$ cat config.mk
export PLATFORM = sky130hd
export DESIGN_NAME = latch_bank_write_arbiter
export DESIGN_NICKNAME = d
export VERILOG_FILES = /design/src/rtl/latch_bank_write_arbiter.sv
export SDC_FILE = /design/constraint.sdc
export NUM_CORES = 1
export LEC_CHECK = 0
export CAP_MARGIN = 25
export CORE_MARGIN = 4
export CORE_UTILIZATION = 25
export DETAILED_ROUTE_END_ITERATION = 6
export PLACE_DENSITY_LB_ADDON = 0.25
export REMOVE_ABC_BUFFERS = 1
export SYNTH_ARGS = -nofsm -noshare
export SYNTH_HDL_FRONTEND = slang
export SYNTH_SLANG_ARGS = --single-unit
$ cat constraint.sdc
create_clock -name clk -period 2.4 [get_ports clk]
set_clock_uncertainty 0.2 [all_clocks]
set_input_delay 0.24 -clock clk [delete_from_list [all_inputs] [get_ports clk]]
set_output_delay 0.24 -clock clk [all_outputs]
set_load 0.02 [all_outputs]
$ cat src/rtl/latch_bank_write_arbiter.sv
// latch_bank_write_arbiter
//   Round-robin arbiter and enable sequencer for the single write port of a
//   master/slave D-latch register bank. One request is granted at a time.
//   For each write the bank sees: master_en pulse, an optional dead cycle,
//   a slave_en pulse, and then a one-hot ack to the winning requester.
//   Every output is driven directly from a flop.
//
//   Build option: define NONOVERLAP_GAP_EN to insert the dead (GAP) cycle
//   between master_en and slave_en, which gives 5 cycles per write. Without
//   it, MASTER goes straight to SLAVE and a write takes 4 cycles. In both
//   builds the two enables are never high in the same cycle.
module latch_bank_write_arbiter #(
  parameter int NREQ = 4,
  parameter int DW   = 8,
  parameter int AW   = 3
) (
  input  logic                 clk,
  input  logic                 rst,
  input  logic [NREQ-1:0]      req,
  input  logic [NREQ*AW-1:0]   req_addr,
  input  logic [NREQ*DW-1:0]   req_data,
  output logic [NREQ-1:0]      ack,
  output logic [AW-1:0]        lat_addr,
  output logic [DW-1:0]        lat_d,
  output logic                 master_en,
  output logic                 slave_en,
  output logic                 busy
);

  localparam int PW = (NREQ > 1) ? $clog2(NREQ) : 1;

  typedef enum logic [2:0] {
    S_IDLE,
    S_MASTER,
    S_GAP,
    S_SLAVE,
    S_DONE
  } state_t;

  state_t            state_q, state_d;
  logic [PW-1:0]     ptr_q, ptr_d;
  logic [PW-1:0]     grant_q, grant_d;
  logic [NREQ-1:0]   ack_q, ack_d;
  logic [AW-1:0]     lat_addr_q, lat_addr_d;
  logic [DW-1:0]     lat_d_q, lat_d_d;
  logic              master_en_q, master_en_d;
  logic              slave_en_q, slave_en_d;
  logic              busy_q, busy_d;

  logic              win_found;
  logic [PW-1:0]     win_idx;
  logic [PW-1:0]     scan_idx;
  int unsigned       scan;

  // Round-robin search: first set request at or after ptr, wrapping at NREQ.
  always_comb begin
    win_found = 1'b0;
    win_idx   = '0;
    scan      = 0;
    scan_idx  = '0;
    for (int unsigned k = 0; k < NREQ; k++) begin
      scan = 32'(ptr_q) + k;
      if (scan >= NREQ) begin
        scan = scan - NREQ;
      end
      scan_idx = PW'(scan);
      if (!win_found && req[scan_idx]) begin
        win_found = 1'b1;
        win_idx   = scan_idx;
      end
    end
  end

  // State and every registered output; reset aborts any write in flight.
  always_ff @(posedge clk) begin
    if (rst) begin
      state_q     <= S_IDLE;
      ptr_q       <= '0;
      grant_q     <= '0;
      ack_q       <= '0;
      lat_addr_q  <= '0;
      lat_d_q     <= '0;
      master_en_q <= 1'b0;
      slave_en_q  <= 1'b0;
      busy_q      <= 1'b0;
    end else begin
      state_q     <= state_d;
      ptr_q       <= ptr_d;
      grant_q     <= grant_d;
      ack_q       <= ack_d;
      lat_addr_q  <= lat_addr_d;
      lat_d_q     <= lat_d_d;
      master_en_q <= master_en_d;
      slave_en_q  <= slave_en_d;
      busy_q      <= busy_d;
    end
  end

  // Next-state sequencing of one write: MASTER -> (GAP) -> SLAVE -> DONE.
  always_comb begin
    state_d = state_q;
    unique case (state_q)
      S_IDLE: begin
        if (win_found) begin
          state_d = S_MASTER;
        end
      end
`ifdef NONOVERLAP_GAP_EN
      S_MASTER: state_d = S_GAP;
`else
      S_MASTER: state_d = S_SLAVE;
`endif
      S_GAP:    state_d = S_SLAVE;
      S_SLAVE:  state_d = S_DONE;
      S_DONE:   state_d = S_IDLE;
      default:  state_d = S_IDLE;
    endcase
  end

  // Output decode from the next state so enables/ack/busy land in flops;
  // grant capture of pointer, address and data happens only leaving IDLE.
  always_comb begin
    ptr_d       = ptr_q;
    grant_d     = grant_q;
    lat_addr_d  = lat_addr_q;
    lat_d_d     = lat_d_q;
    if (state_q == S_IDLE && win_found) begin
      grant_d    = win_idx;
      ptr_d      = (win_idx == PW'(NREQ - 1)) ? '0 : win_idx + PW'(1);
      lat_addr_d = req_addr[int'(win_idx)*AW +: AW];
      lat_d_d    = req_data[int'(win_idx)*DW +: DW];
    end
    master_en_d = (state_d == S_MASTER);
    slave_en_d  = (state_d == S_SLAVE);
    busy_d      = (state_d != S_IDLE);
    ack_d       = '0;
    if (state_d == S_DONE) begin
      ack_d[grant_q] = 1'b1;
    end
  end

  assign ack       = ack_q;
  assign lat_addr  = lat_addr_q;
  assign lat_d     = lat_d_q;
  assign master_en = master_en_q;
  assign slave_en  = slave_en_q;
  assign busy      = busy_q;

endmodule

# Word level (Yosys, flattened, before mapping)
# Index checks and enable logic that the tools add are counted.
[totals]
output_inout_bits = 18
reg_bits = 25
wordCells = 75
[op_classes]
muxes = 25
bitwise_logic = 1
shifts = 2
eq_ne = 7
reduce_logical = 12
n_lt_le_gt_ge = 10
mul = 1
n_addsub = 8
[op_table]
columns = ["operator", "n"]
rows = [
  ["variable part select 32 x 6 -> 8 bit", 1],
  ["2-to-1 mux 2 bit", 9],
  ["< comparator 2 x 3 -> 1 bit (second input constant)", 5],
  ["variable part select 12 x 5 -> 3 bit", 1],
  ["equality test 3 x 2 -> 1 bit (second input constant)", 3],
  [">= comparator 3 bit (second input constant)", 3],
  ["2-to-1 mux 1 bit", 9],
  ["case mux 3 bit (3 select lines)", 1],
  ["binary-select mux 1 bit (select 2 bit)", 4],
  ["subtractor 2 x 1 -> 2 bit (second input constant)", 4],
  ["adder 2 x 2 -> 3 bit (second input constant)", 2],
  ["equality test 3 x 1 -> 1 bit (second input constant)", 2],
  ["logical AND 1 bit", 5],
  ["multiplier 2 x 2 -> 4 bit (second input constant)", 1],
  ["OR reduction 2 bit", 2],
  ["adder 2 x 1 -> 3 bit (second input constant)", 1],
  ["equality test 3 bit (second input constant)", 1],
  [">= comparator 2 x 3 -> 1 bit (second input constant)", 1],
  ["zero test 1 bit", 3],
  ["zero test 3 bit", 1],
  ["2-to-1 mux 3 bit", 1],
  ["nonzero test 3 bit", 1],
  ["adder 2 x 1 -> 2 bit (second input constant)", 1],
  ["demux 1 bit (select 2 bit)", 1],
  ["3 further kinds", 3],
]

# Logic depth before layout (Yosys ltp)
# Gate-level depths: netlist of run 1.
[depth]
depth_word = 19
ltp_mapped = 7
mapped_depth_nobuf = 5

# Worst setup path after synthesis of run 1
# No wires, ideal clock.
[synth_timing]
path_type = "flip-flop to flip-flop"
startpoint = "register ptr_q[1]"
endpoint = "register lat_addr_q[0], in the netlist lat_addr[0]"
setup_slack_ns = 0.588
arrival_ns = 1.479
stages_incl_launch_ff = 7
setup_time_ns = 0.133
t_required_ns = 2.067
period_less_slack_ns = 1.812
path_cell_list = "dfxtp_1 mux2i_1 nor2_1 nor3_4 buf_2 mux2i_1 o221ai_1"
[synth_via]
elab_chain_cells = 16
[synth_rtl]
columns = ["element", "line", "text"]
rows = [
  ["start: declaration", "41", "logic [PW-1:0] ptr_q, ptr_d;"],
  ["start signal: assignment", "88", "ptr_q <= ptr_d;"],
  ["branches (longest 16 deep; another with adder 2 x 1 -> 3 bit)", "-", ""],
  ["end signal: assignment", "91", "lat_addr_q <= lat_addr_d;"],
  ["end: declaration", "44", "logic [AW-1:0] lat_addr_q, lat_addr_d;"],
]
# Several ways; the timed one is not identified. The select of a mux whose other input is x is not followed.
# A chain may end at the register's enable or synchronous reset.

# Final worst setup path of run 1
[layout_timing]
startpoint = "input req[0]"
endpoint = "register lat_addr_q[2], in the netlist lat_addr[2]"
[layout_via]
elab_chain_cells = 14
[layout_rtl]
columns = ["element", "line", "text"]
rows = [
  ["start: declaration", "19", "input logic [NREQ-1:0] req,"],
  ["binary-select mux 1 bit (select 2 bit)", "67", "if (!win_found && req[scan_idx]) begin"],
  ["2-to-1 mux 1 bit (implied by the code)", "67", ""],
  ["2-to-1 mux 1 bit", "67", ""],
  ["zero test 1 bit", "67", ""],
  ["logical AND 1 bit", "67", ""],
  ["2-to-1 mux 1 bit", "67", ""],
  ["zero test 1 bit", "67", ""],
  ["logical AND 1 bit", "67", ""],
  ["2-to-1 mux 1 bit", "67", ""],
  ["zero test 1 bit", "67", ""],
  ["logical AND 1 bit", "67", ""],
  ["2-to-1 mux 2 bit", "67", ""],
  ["multiplier 2 x 2 -> 4 bit", "130", "lat_addr_d = req_addr[int'(win_idx)*AW +: AW];"],
  ["variable part select 12 x 5 -> 3 bit", "130", ""],
]
# Parallel ways exist; a longest one is shown, timed or not. The select of a mux whose other input is x is not followed.

==> flow_metrics.py, run 1 <==
metrics = {
    "status": {
        "outcome": "finished, final reports clean",
    },
    "clock_network": {
        "cts_num_sinks": 25,
        "cts_setup_buffers": 0,
        "cts_hold_buf": 0,
        "cts_buffer_depth": 2,
        "clk_pin_slew_ps": 80,
        "cts_root_buf": "clkbuf_8",
        "cts_tree": "yes",
        "cts_resized": 0,
        "clock_latency_ps": 260,
        "cts_buffers": 3,
        "htreeDepth": 1,
    },
    "yosys": {
        "yosysSeqAreaShare_pct": 40.5,
        "synth.area.top_cells": "dfxtp_1, mux2i_1, o221ai_1",
        "yosys.area.top_type": "dfxtp_1",
        "syn_avg_cell_area_um2": 10.0,
        "synth_top_cell_area_share_pct": 40.5,
        "synth_cell_types": 26,
        "syn_inst": 123,
        "yosysWarnings": 0,
        "netlist_area_um2": 1230,
        "synth.ff_latch_count": 25,
    },
    "place": {
        "place.gp.congestion": 0.793,
        "placed_cell_area_um2": 1970,
        "place_inst": 252,
        "io_buffers": 67,
        "dpl.hpwl_um": 2760,
    },
    "routing": {
        "dr.first_iter.drc_count": 48,
        "firstDrtPassIters": 4,
        "final_antenna_net_count": 0,
        "via_count": 1220,
        "avgViaCountPerCell": 4.77,
        "wirelength_um": 3490,
        "wl_per_cell_um": 13.6,
        "route.detailed.drc": 0,
    },
    "power_and_ir_drop": {
        "leakagePower_nw": 0.750,
        "p_per_area_nw_per_um2": 681,
        "p_total_mw": 1.37,
        "peakVddDrop_v": 0.000380,
    },
    "global_route": {
        "track_usage_pct": 11.4,
        "grt_max_degree": 23,
        "grt_first_pass_wirelength_um": 5510,
        "grt_pass1_vias": 1198,
        "gr-total-overflow": 0,
        "grt_antenna_before_repair": 0,
    },
    "worst_setup_path": {
        "cp_max_fo": 11,
        "cpPeakStageDelay_ps": 540,
        "crit_arrival_ps": 2150,
        "cp_cell_sequence": "clkdlybuf4s50_1 -> nor4_1 -> or4_1 -> nor2_8 -> nand2_1 -> o221ai_1",
        "end_kind": "flop",
        "critical_path.slowest_cell": "nor4_1",
        "required_ps": 2330,
        "critPathTopFamily": "simple AND/OR/NAND/NOR gates",
        "cp-start-kind": "input port",
        "critical_path_class": "in2reg",
        "timing.critical_path.buf_inv": 1,
    },
    "sta": {
        "final.setup.tns_ps": 0,
        "final_hold_viol_count": 0,
        "fmax_mhz": 452,
        "setup_viol": 0,
        "worst_pin_slew_ps": 827,
        "slew_headroom_pct": 44.4,
        "period_minus_slack_ps": 2210,
        "rsz0062_at_grt": "false",
        "maxSlewViolCount": 0,
        "fin_crit_sh_pct": 92.3,
    },
    "layout": {
        "drive_gt1_share_pct": 4.76,
        "layout.nets": 240,
        "area_delta_synth_final_pct": 63.1,
        "final_cell_count_no_fill": 256,
        "fin_area_um2": 2010,
        "n_antenna_cell": 0,
    },
    "floorplan": {
        "ios": 68,
        "rows": 25,
        "initial_utilization_pct": 26.0,
        "die-area_um2": 6130,
        "die_x_um": 78.3,
        "coreArea_um2": 4750,
        "dieHeight_um": 78.3,
    },
    "job": {
        "drv_cap": 0,
    },
    "min_path": {
        "hp-class": "reg2reg",
    },
}
-- cells by family after synthesis --
family	Yosys count	share of synthesized area, %
buffers and inverters	9	4.76
and+or+nand+nor	42	21.3
muxes	23	18.6
xor gates and xnor gates	2	1.42
DFF	25	40.5
AOI/OAI and AO/OA	22	13.4
-- flip-flops by register name, summed over array words and instances (netlist names) --
register	cells
lat_addr	3
master_en	1
ptr_q	2
state_q	3
slave_en	1
lat_d	8
grant_q	2
busy	1
ack	4
-- final timing paths --
kind | startpoint | to | slack [ps] | cells past startpoint
min | grant_q[0] | ack[1] | 290 | 2
max reg2reg | ptr_q[1] | lat_d[0] | 420 | 6
min reg2reg | grant_q[0] | ack[1] | 290 | 2
max | req[0] | lat_addr[2] | 190 | 6
-- per-stage QoR --
step	util [%]	worst slack, ps	hold slack, ps
2_1_floorplan	-	193	109
5_1_grt	42.4	75.9	307
3_3_place_gp	41.4	46.1	256
6_report	42.4	186	287
3_5_place_dp	41.4	-102	272
4_1_cts	42.4	191	286
-- layout make-up --
class / instances / area, µm²
multi-input combinational: 89 / 676
timing repair buffer: 70 / 706
tap: 67 / 83.8
inverter: 1 / 3.75
clock buffer: 4 / 45.0
fill: 466 / 2740
sequential: 25 / 500
-- cell usage after synthesis (all sizes together) --
cell	n
dfxtp	25
mux2i	23
nand3b	11
o221ai	11
nand2	9
nor2	8
a21oi	6
buf	6
nor3	5
a211oi	3
nand2b	3
clkbuf	2
nor4	2
xnor2	2
and3	1
and3b	1
inv	1
nor3b	1
o21a	1
o22a	1
or4	1
-- routing by layer --
| layer | vias to the layer above | routed length (µm) | track usage (%) | part of all wire [%] |
|---|---|---|---|---|
| li1 | 597 | - | - | - |
| met1 | 575 | 1260 | 11.6 | 36 |
| met2 | 42 | 1920 | 21.5 | 55 |
| met3 | 6 | 244 | 4.13 | 7.0 |
| met4 | 0 | 59 | 3.50 | 1.7 |
| met5 | - | 0 | 0 | 0 |
-- cell usage in the layout (no fill, tap or decap) --
master           instances
clkbuf_1                 1
nor3b_1                  1
nor3_1                   4
o22a_1                   1
nand3b_1                11
and3_1                   1
mux2i_1                 23
inv_1                    1
clkdlybuf4s50_1         67
buf_12                   1
nand2_1                  9
dfxtp_1                 25
or4_1                    1
nor2_8                   1
nor4_1                   2
o21a_1                   1
a21oi_1                  6
buf_4                    2
nor3_4                   1
xnor2_1                  2
a211oi_1                 3
nand2b_1                 2
nand2b_2                 1
and3b_1                  1
clkbuf_8                 3
nor2_1                   7
o221ai_1                11
-- worst register-to-register path: stages, from the launching register on --
cell and delay [ps]:
dfxtp_1 440, mux2i_1 270, nor2_1 120, nor3_4 210, buf_12 220, mux2i_1 240, o221ai_1 150
-- report_power, final --
| group | internal [mW] | switching (mW) | total [mW] |
|---|---|---|---|
| Clock | 0.119 | 0.126 | 0.244 |
| Sequential | 0.488 | 0.0536 | 0.542 |
| Combinational | 0.306 | 0.280 | 0.586 |
(Power assumes the default switching activity.)
==> inputs of run 2 (changes only) <==
--- a/config.mk
+++ b/config.mk
@@ -6,6 +6,7 @@
 export NUM_CORES = 1
 export LEC_CHECK = 0
 export CAP_MARGIN = 25
+export CORE_ASPECT_RATIO = 1.2
 export CORE_MARGIN = 4
 export CORE_UTILIZATION = 25
 export DETAILED_ROUTE_END_ITERATION = 6
==> run 2 against run 1 <==
  * Sequential share of layout area about the same
  * Global-route usage down 0.47 points
  * Non-clock buffer count up 1
  * Register-to-register slack better by 20 ps
  * Sequential cell count unchanged
  * Core utilization up 0.45 points
  * Via count down 2.2%
  * Largest cell class unchanged
  * Cell count down 3.1%
  * Combinational power down 1%
  * Clock-buffer cell count unchanged
  * Largest power group unchanged
  * First-iteration DRC count up 27%
==> flow_metrics.py, run 2 (synthesis gave the netlist of run 1 again) <==
metrics = {
    "worst_setup_path": {
        "required_ps": 2380,
        "critical_path_class": "in2reg",
        "r2r_slack_ps": 440,
        "crit_arrival_ps": 2090,
        "end_kind": "flop",
        "cp-start-kind": "input port",
        "cp_max_fo": 11,
    },
    "global_route": {
        "grt_max_degree": 23,
        "gr-total-overflow": 0,
        "grt_pass1_vias": 1253,
        "grt_antenna_before_repair": 0,
        "track_usage_pct": 10.9,
        "grt_first_pass_wirelength_um": 5400,
    },
    "sta": {
        "setup_viol": 0,
        "slew_headroom_pct": 50.3,
        "fmax_mhz": 474,
        "rsz0062_at_grt": "false",
        "period_minus_slack_ps": 2110,
        "final.setup.tns_ps": 0,
        "worst_pin_slew_ps": 739,
        "fin_crit_sh_pct": 87.9,
        "final_hold_viol_count": 0,
        "maxSlewViolCount": 0,
    },
    "power_and_ir_drop": {
        "switching_share_pct": 33.1,
        "seqPwrFrac_pct": 39.8,
        "internal_power_mw": 0.914,
        "leakagePower_nw": 0.755,
        "power_switching_mw": 0.452,
        "peakVddDrop_v": 0.000282,
        "p_comb_share_pct": 42.5,
        "p_per_area_nw_per_um2": 679,
        "p_clk_share_pct": 17.7,
    },
    "layout": {
        "n_antenna_cell": 0,
        "utilization_pct": 42.8,
        "layout.nets": 241,
        "final_cell_mix": "clkdlybuf4s50_1, dfxtp_1, mux2i_1, nand3b_1, o221ai_1",
        "final_common_cell": "clkdlybuf4s50_1",
        "fin_area_um2": 2010,
        "area_delta_synth_final_pct": 62.8,
        "largest_reg_flops": 8,
        "drive_gt1_share_pct": 5.26,
    },
    "routing": {
        "wl_per_cell_um": 13.6,
        "via_count": 1193,
        "route.detailed.drc": 0,
        "dr.first_iter.drc_count": 61,
        "firstDrtPassIters": 4,
        "wirelength_um": 3380,
        "avgViaCountPerCell": 4.81,
        "final_antenna_net_count": 0,
    },
    "floorplan": {
        "die_x_um": 72.2,
        "dieHeight_um": 85.0,
        "initial_utilization_pct": 26.3,
        "die-area_um2": 6130,
        "rows": 27,
        "coreArea_um2": 4700,
        "ios": 68,
    },
    "clock_network": {
        "clk_pin_slew_ps": 80,
        "cts_buffers": 3,
        "cts_resized": 0,
        "cts_tree": "yes",
        "cts_hold_buf": 0,
        "cts_setup_buffers": 0,
        "cts_num_sinks": 25,
        "htreeDepth": 1,
        "clock_latency_ps": 260,
        "cts_root_buf": "clkbuf_8",
        "cts_buffer_depth": 2,
    },
    "min_path": {
        "hp-class": "reg2reg",
    },
    "job": {
        "drv_cap": 0,
    },
    "place": {
        "io_buffers": 67,
        "dpl.hpwl_um": 2670,
        "place.gp.congestion": 0.789,
        "placed_cell_area_um2": 1970,
    },
    "status": {
        "outcome": "finished, final reports clean",
    },
}
[run 2: changes by cell type in the layout (fill, tap and decap cells not counted), sizes merged]
cell,previous run,this run
buf,3,4
[run 2: worst paths after layout]
| check | startpoint | endpoint | depth (start not counted) |
|---|---|---|---|
| max | req[0] | lat_d[6] | 6 |
| max reg2reg | state_q[0] | lat_d[6] | 4 |
| min reg2reg | grant_q[0] | ack[1] | 2 |
| min | grant_q[0] | ack[1] | 2 |
[run 2: cell type report]
| class | instances | area, µm² |
|---|---|---|
| clock buffers | 4 | 45.0 |
| inverters | 1 | 3.75 |
| flip-flops and latches | 25 | 500 |
| well taps | 58 | 72.6 |
| multi-input cells | 89 | 676 |
| fillers | 429 | 2690 |
| repair buffers | 71 | 713 |
[run 2: power groups by stage]
stage	clock [mW]	sequential, mW	combinational (mW)
global placement	0	0.551	0.569
floorplan	0	0.605	0.256
detailed placement	0	0.550	0.585
CTS	0.248	0.543	0.587
global route	0.263	0.555	0.622
finish	0.242	0.543	0.580
[run 2: stage by stage]
| step | cells | setup slack, ps | hold slack [ps] | total power [mW] |
|---|---|---|---|---|
| 6_report | 248 | 290 | 276 | 1.37 |
| 5_1_grt | 248 | 169 | 304 | 1.44 |
| 4_1_cts | 248 | 287 | 277 | 1.38 |
| 3_5_place_dp | 244 | 0.267 | 262 | 1.14 |
| 3_3_place_gp | 244 | 131 | 250 | 1.12 |
| 2_1_floorplan | 115 | 193 | 109 | 0.861 |
[run 2: worst max-delay path, stage by stage]
cell	delay, ps
clkdlybuf4s50_1	560
nor4_1	100
or4_1	520
nor2_8	130
nand2_1	270
o221ai_1	260
[run 2: metal layers]
metal	routed length, µm	vias to the layer above	GRT usage [%]	share of wire [%]
met5	0	-	0	0
met4	40	0	4.10	1.2
met3	235	4	2.25	7.0
met2	1760	49	20.5	52
met1	1350	545	11.7	40
li1	-	595	-	-
==> inputs of run 3 (changes only) <==
--- a/config.mk
+++ b/config.mk
@@ -9,7 +9,9 @@
 export CORE_ASPECT_RATIO = 1.2
 export CORE_MARGIN = 4
 export CORE_UTILIZATION = 25
+export CTS_CLUSTER_SIZE = 10
 export DETAILED_ROUTE_END_ITERATION = 6
+export DONT_BUFFER_PORTS = 1
 export PLACE_DENSITY_LB_ADDON = 0.25
 export REMOVE_ABC_BUFFERS = 1
 export SYNTH_ARGS = -nofsm -noshare
==> run 3 against run 2 <==
  * Sequential power is 13% higher
  * Worst hold slack worse by 270 ps
  * Sequential share of layout area is 11 points higher
  * Core utilization is 13 points lower
  * Power is 13% lower
  * Global-route usage is 0.58 points lower
  * Register-to-register slack worse by 50 ps
  * Via count is 15% lower
  * Clock-buffer cell count stayed put
  * Setup slack better by 100 ps
  * Cell count is 25% lower
  * Critical path type is now reg2reg
==> flow_metrics.py, run 3 (synthesis gave the netlist of run 1 again) <==
metrics = {
    "worst_setup_path": {
        "crit_cells": 6,
        "r2r_end": "lat_d[1]",
        "r2r-start": "ptr_q[1]",
        "critical_path_class": "reg2reg",
        "end_kind": "flop",
        "rr_worst_depth": 6,
        "cp_max_fo": 22,
        "cp_cell_sequence": "mux2i_1 -> nor2_1 -> nor3_4 -> buf_4 -> mux2i_1 -> o221ai_1",
        "timing.critical_path.buf_inv": 1,
        "crit_arrival_ps": 1940,
        "critical_path.slowest_cell": "dfxtp_1",
        "r2r_slack_ps": 390,
        "cp_common_cell": "mux2i_1",
        "cpPeakStageDelay_ps": 440,
        "cp-start-kind": "flop",
        "critPathTopFamily": "multiplexers",
        "required_ps": 2330,
    },
    "place": {
        "pre_cts_slack_ps": 372,
        "io_buffers": 0,
        "place_inst": 175,
        "dpl.hpwl_um": 2310,
        "place.gp.congestion": 0.668,
    },
    "layout": {
        "drive_gt1_share_pct": 6.25,
        "final_common_cell": "dfxtp_1",
        "final_cell_mix": "dfxtp_1, mux2i_1, nand3b_1, o221ai_1, nand2_1",
        "final_cell_count_no_fill": 186,
        "multi_input_area_um2": 676,
        "fillCellCount": 484,
        "area_delta_synth_final_pct": 12.0,
        "largest_reg_flops": 8,
        "layout.nets": 179,
        "n_antenna_cell": 0,
        "utilization_pct": 29.4,
        "seq_area_um2": 500,
    },
    "floorplan": {
        "coreArea_um2": 4700,
        "die-area_um2": 6130,
        "rows": 27,
        "ios": 68,
        "die_x_um": 72.2,
        "dieHeight_um": 85.0,
        "initial_utilization_pct": 26.3,
    },
    "clock_network": {
        "htreeDepth": 1,
        "cts_root_buf": "clkbuf_8",
        "cts_tree": "yes",
        "cts_resized": 0,
        "clk_pin_slew_ps": 80,
        "cts_hold_buf": 7,
        "clock_latency_ps": 260,
        "cts_setup_buffers": 0,
        "cts_num_sinks": 25,
        "cts_buffer_depth": 2,
        "cts_buffers": 3,
    },
    "routing": {
        "wirelength_um": 3210,
        "firstDrtPassIters": 4,
        "route.detailed.drc": 0,
        "wl_per_cell_um": 17.2,
        "via_count": 1014,
        "final_antenna_net_count": 0,
        "dr.first_iter.drc_count": 51,
        "avgViaCountPerCell": 5.45,
    },
    "sta": {
        "slew_headroom_pct": 43.8,
        "worst_pin_slew_ps": 836,
        "period_minus_slack_ps": 2010,
        "fin_ws_ps": 390,
        "final.setup.tns_ps": 0,
        "fin_crit_sh_pct": 83.7,
        "setup_viol": 0,
        "fmax_mhz": 498,
        "maxSlewViolCount": 0,
        "rsz0062_at_grt": "false",
        "final_hold_viol_count": 0,
    },
    "min_path": {
        "hp-start": "req_data[31]",
        "holdPathStages": 2,
        "hp-class": "in2reg",
        "worstHoldEndpoint": "lat_d[7]",
    },
    "global_route": {
        "track_usage_pct": 10.3,
        "grt_max_degree": 23,
        "gr-total-overflow": 0,
        "grt_first_pass_wirelength_um": 5000,
        "grt_antenna_before_repair": 0,
        "grt_pass1_vias": 1039,
    },
    "status": {
        "outcome": "finished, final reports clean",
    },
    "power_and_ir_drop": {
        "peakVddDrop_v": 0.000232,
        "p_total_mw": 1.19,
        "leakagePower_nw": 0.515,
        "p_per_area_nw_per_um2": 858,
    },
    "job": {
        "drv_cap": 0,
    },
}
==> run 3: area by class of cell <==
type / count / area share (%)
multi-input cells: 89 / 48.9
inverters: 1 / 0.271
flip-flops and latches: 25 / 36.2
well taps: 58 / 5.25
clock buffers: 4 / 3.26
repair buffers: 9 / 6.15
==> run 3: metal layers <==
layer	global-route usage, %	vias to the layer above	routed length (µm)
met5	0	-	0
met4	3.59	0	19
met3	2.84	2	311
met2	18.7	64	1700
met1	11.3	473	1180
li1	-	475	-
==> run 3: power breakdown <==
part	switching (mW)	total, mW	internal, mW
sequential	0.125	0.613	0.489
combinational	0.175	0.328	0.153
clock	0.126	0.245	0.118
total	0.426	1.19	0.760
==> run 3: through the flow <==
stage | area (µm²) | hold slack (ps)
final | 1380 | 2.24
after global routing | 1380 | 10.7
after CTS | 1380 | 0.492
after detailed placement | 1270 | 120
after global placement | 1270 | 117
after floorplan | 1180 | 109
==> run 3: how the worst max path moves through the flow <==
stage,start,endpoint,slack [ps]
after CTS,ptr_q[1],lat_d[1],360
after detailed placement,ptr_q[1],lat_d[1],370
after global placement,req[0],lat_addr[2],460
final,ptr_q[1],lat_d[1],390
after floorplan,ptr_q[1],lat_addr[2],190
after global routing,state_q[0],lat_d[2],240
==> RTL change, RTL diff (config.mk and constraints of run 3) <==
Re-encode `state_t` (5 states) as one-hot, 5 bits wide.
--- a/src/rtl/latch_bank_write_arbiter.sv
+++ b/src/rtl/latch_bank_write_arbiter.sv
@@ -29,12 +29,12 @@
 
   localparam int PW = (NREQ > 1) ? $clog2(NREQ) : 1;
 
-  typedef enum logic [2:0] {
-    S_IDLE,
-    S_MASTER,
-    S_GAP,
-    S_SLAVE,
-    S_DONE
+  typedef enum logic [4:0] {
+    S_IDLE   = 5'b00001,
+    S_MASTER = 5'b00010,
+    S_GAP    = 5'b00100,
+    S_SLAVE  = 5'b01000,
+    S_DONE   = 5'b10000
   } state_t;
 
   state_t            state_q, state_d;
Behaviour: same outputs for any inputs over 10 cycles, from zero or initial values and one cycle with rst high; not proved beyond that.
==> RTL change against run 3 <==
Total power shrank 4.2%; design area grew 33%; critical path type unchanged; sequential cell count grew 2; sequential share of layout area shrank 6.8 points; routed wire length grew 17%; area after synthesis grew 16%; sequential power shrank 8.8%; critical path depth grew 1; setup slack lost 220 ps; first-iteration DRC count grew 5.9%; non-clock buffer count grew 23.
==> RTL change: results (changes against run 3) <==
status finished, final reports clean (unchanged); first-pass GRT wire length 5.80 mm (was 5.00 mm); Cell variety after synth 34 (was 26); post-detail-place hpwl 2.51 mm (was 2.31 mm); 1st-iter DRT viols 54 (was 51); antenna fix cells 0 (unchanged); worst-skew pair later-pin latency 280 ps (was 260 ps); global-route usage over all layers 0.104 (was 0.103); Slowest-stage cell, CP dlygate4sd3_1 (was dfxtp_1); Worst Path Arrival 2180 ps (was 1940 ps); PortBufs 0 (unchanged); ys flop type dfxtp_1 (unchanged); CP max stage delay 590 ps (was 440 ps); layout cells sized above 1 0.156 (was 0.0625); Hold Crit Class input pin to register (unchanged); register area share after synthesis 0.378 (was 0.405); largest net degree at the start of global routing 25 (was 23); via count 1,179 (was 1,014); fraction of registers with async set/reset 0 (unchanged); initial antenna violation count 0 (unchanged); Root Driver clkbuf_8 (unchanged); Nets 218 (was 179); RePlAce Congestion 0.848 (was 0.668); # fillers 524 (was 484); maximum vdd drop 0.227 mV (was 0.232 mV); final wirelength 3.74 mm (was 3.21 mm); Ys Warns 0 (unchanged); H-tree depth 1 (unchanged); Num CTS Buffers 3 (unchanged); commonest cells in the netlist dfxtp_1 (27), mux2i_1 (24), nor2_1 (13), nand3b_1 (11), o221ai_2 (10) (was dfxtp_1 (25), mux2i_1 (23), nand3b_1 (11), o221ai_1 (11), nand2_1 (9)); largest cells by area after synthesis dfxtp_1 (38%), mux2i_1 (17%), o221ai_2 (10%) (was dfxtp_1 (41%), mux2i_1 (19%), o221ai_1 (7.8%)); First-pass DRT Iterations 4 (unchanged); Slew HR 0.553 (was 0.438); setup bufs post-CTS 0 (unchanged); Slew Viols, Final 0 (unchanged); Worst-path clk slew 100 ps (was 80 ps); Lkg Pwr 0.712 nW (was 0.515 nW); clk buf depth 2 (unchanged); number of flip-flops in the largest register 8 (unchanged); crit path max fanout 12 (was 22)
RTL change: report_power, final:
part / switching, mW / internal (mW) / total, mW
Sequential: 0.0704 / 0.489 / 0.559
Clock: 0.152 / 0.118 / 0.271
Combinational: 0.138 / 0.169 / 0.306
RTL change: kinds of logic (layout without fill, tap and decap cells):
family                 count (synthesis)  in the layout  share of synthesized area
AND/OR/NAND/NOR                       39             39                      0.149
AO/OA/AOI/OAI                         30             30                      0.213
flip-flops                            27             27                      0.378
multiplexers                          25             25                      0.178
buffers and inverters                 17             42                     0.0603
XOR/XNOR                               3              3                     0.0184
other                                  1              1                    0.00262
RTL change: stage by stage:
| step | cell area, µm² | power [mW] | hold slack, ps | setup slack [ps] | std cells |
|---|---|---|---|---|---|
| floorplan | 1370 | 0.743 | 112 | 147 | 131 |
| global placement | 1490 | 0.794 | 115 | 135 | 197 |
| detailed placement | 1490 | 0.805 | 117 | 61.6 | 197 |
| CTS | 1810 | 1.12 | 0.00114 | 33.4 | 228 |
| global route | 1840 | 1.20 | 0.624 | 36.0 | 229 |
| finish | 1840 | 1.14 | 1.14 | 168 | 229 |
RTL change: cell type report:
| cell class | instances | area share |
|---|---|---|
| Multi-Input combinational cell | 98 | 0.442 |
| Sequential cell | 27 | 0.294 |
| Timing Repair Buffer | 32 | 0.183 |
| Tap cell | 62 | 0.0421 |
| Clock buffer | 3 | 0.0224 |
| Inverter | 6 | 0.0122 |
| Clock inverter | 1 | 0.00407 |
RTL change: layer usage:
layer | track usage | part of all wire | vias up
li1 | - | - | 569
met1 | 0.115 | 0.41 | 542
met2 | 0.185 | 0.49 | 63
met3 | 0.0309 | 0.085 | 5
met4 | 0.0401 | 0.014 | 0
met5 | 0 | 0 | -
RTL change: repair_timing:
action,in CTS,in global routing
endpoints found under the hold margin,21,0
hold buffers,27,0
endpoints found under the setup margin,0,11
gates resized for setup,0,5
RTL change: final timing paths:
check / from / endpoint / slack [ps] / depth (start not counted)
max: register / lat_d[5]$_SDFFE_PP0P_ / 170 / 7
min: req_data[21] / lat_d[5]$_SDFFE_PP0P_ / 1 / 2
max reg2reg: register / lat_d[5]$_SDFFE_PP0P_ / 170 / 7
min reg2reg: grant_q[1]$_SDFFE_PP0P_ / ack[2]$_SDFF_PP0_ / 280 / 2
RTL change: critical path, delay by kind of cell (launching register included):
kind / cells / cell delay [ps]
AO/OA/AOI/OAI: 3 / 470
buffers and inverters: 3 / 850
flip-flops: 1 / 390
multiplexers: 1 / 200
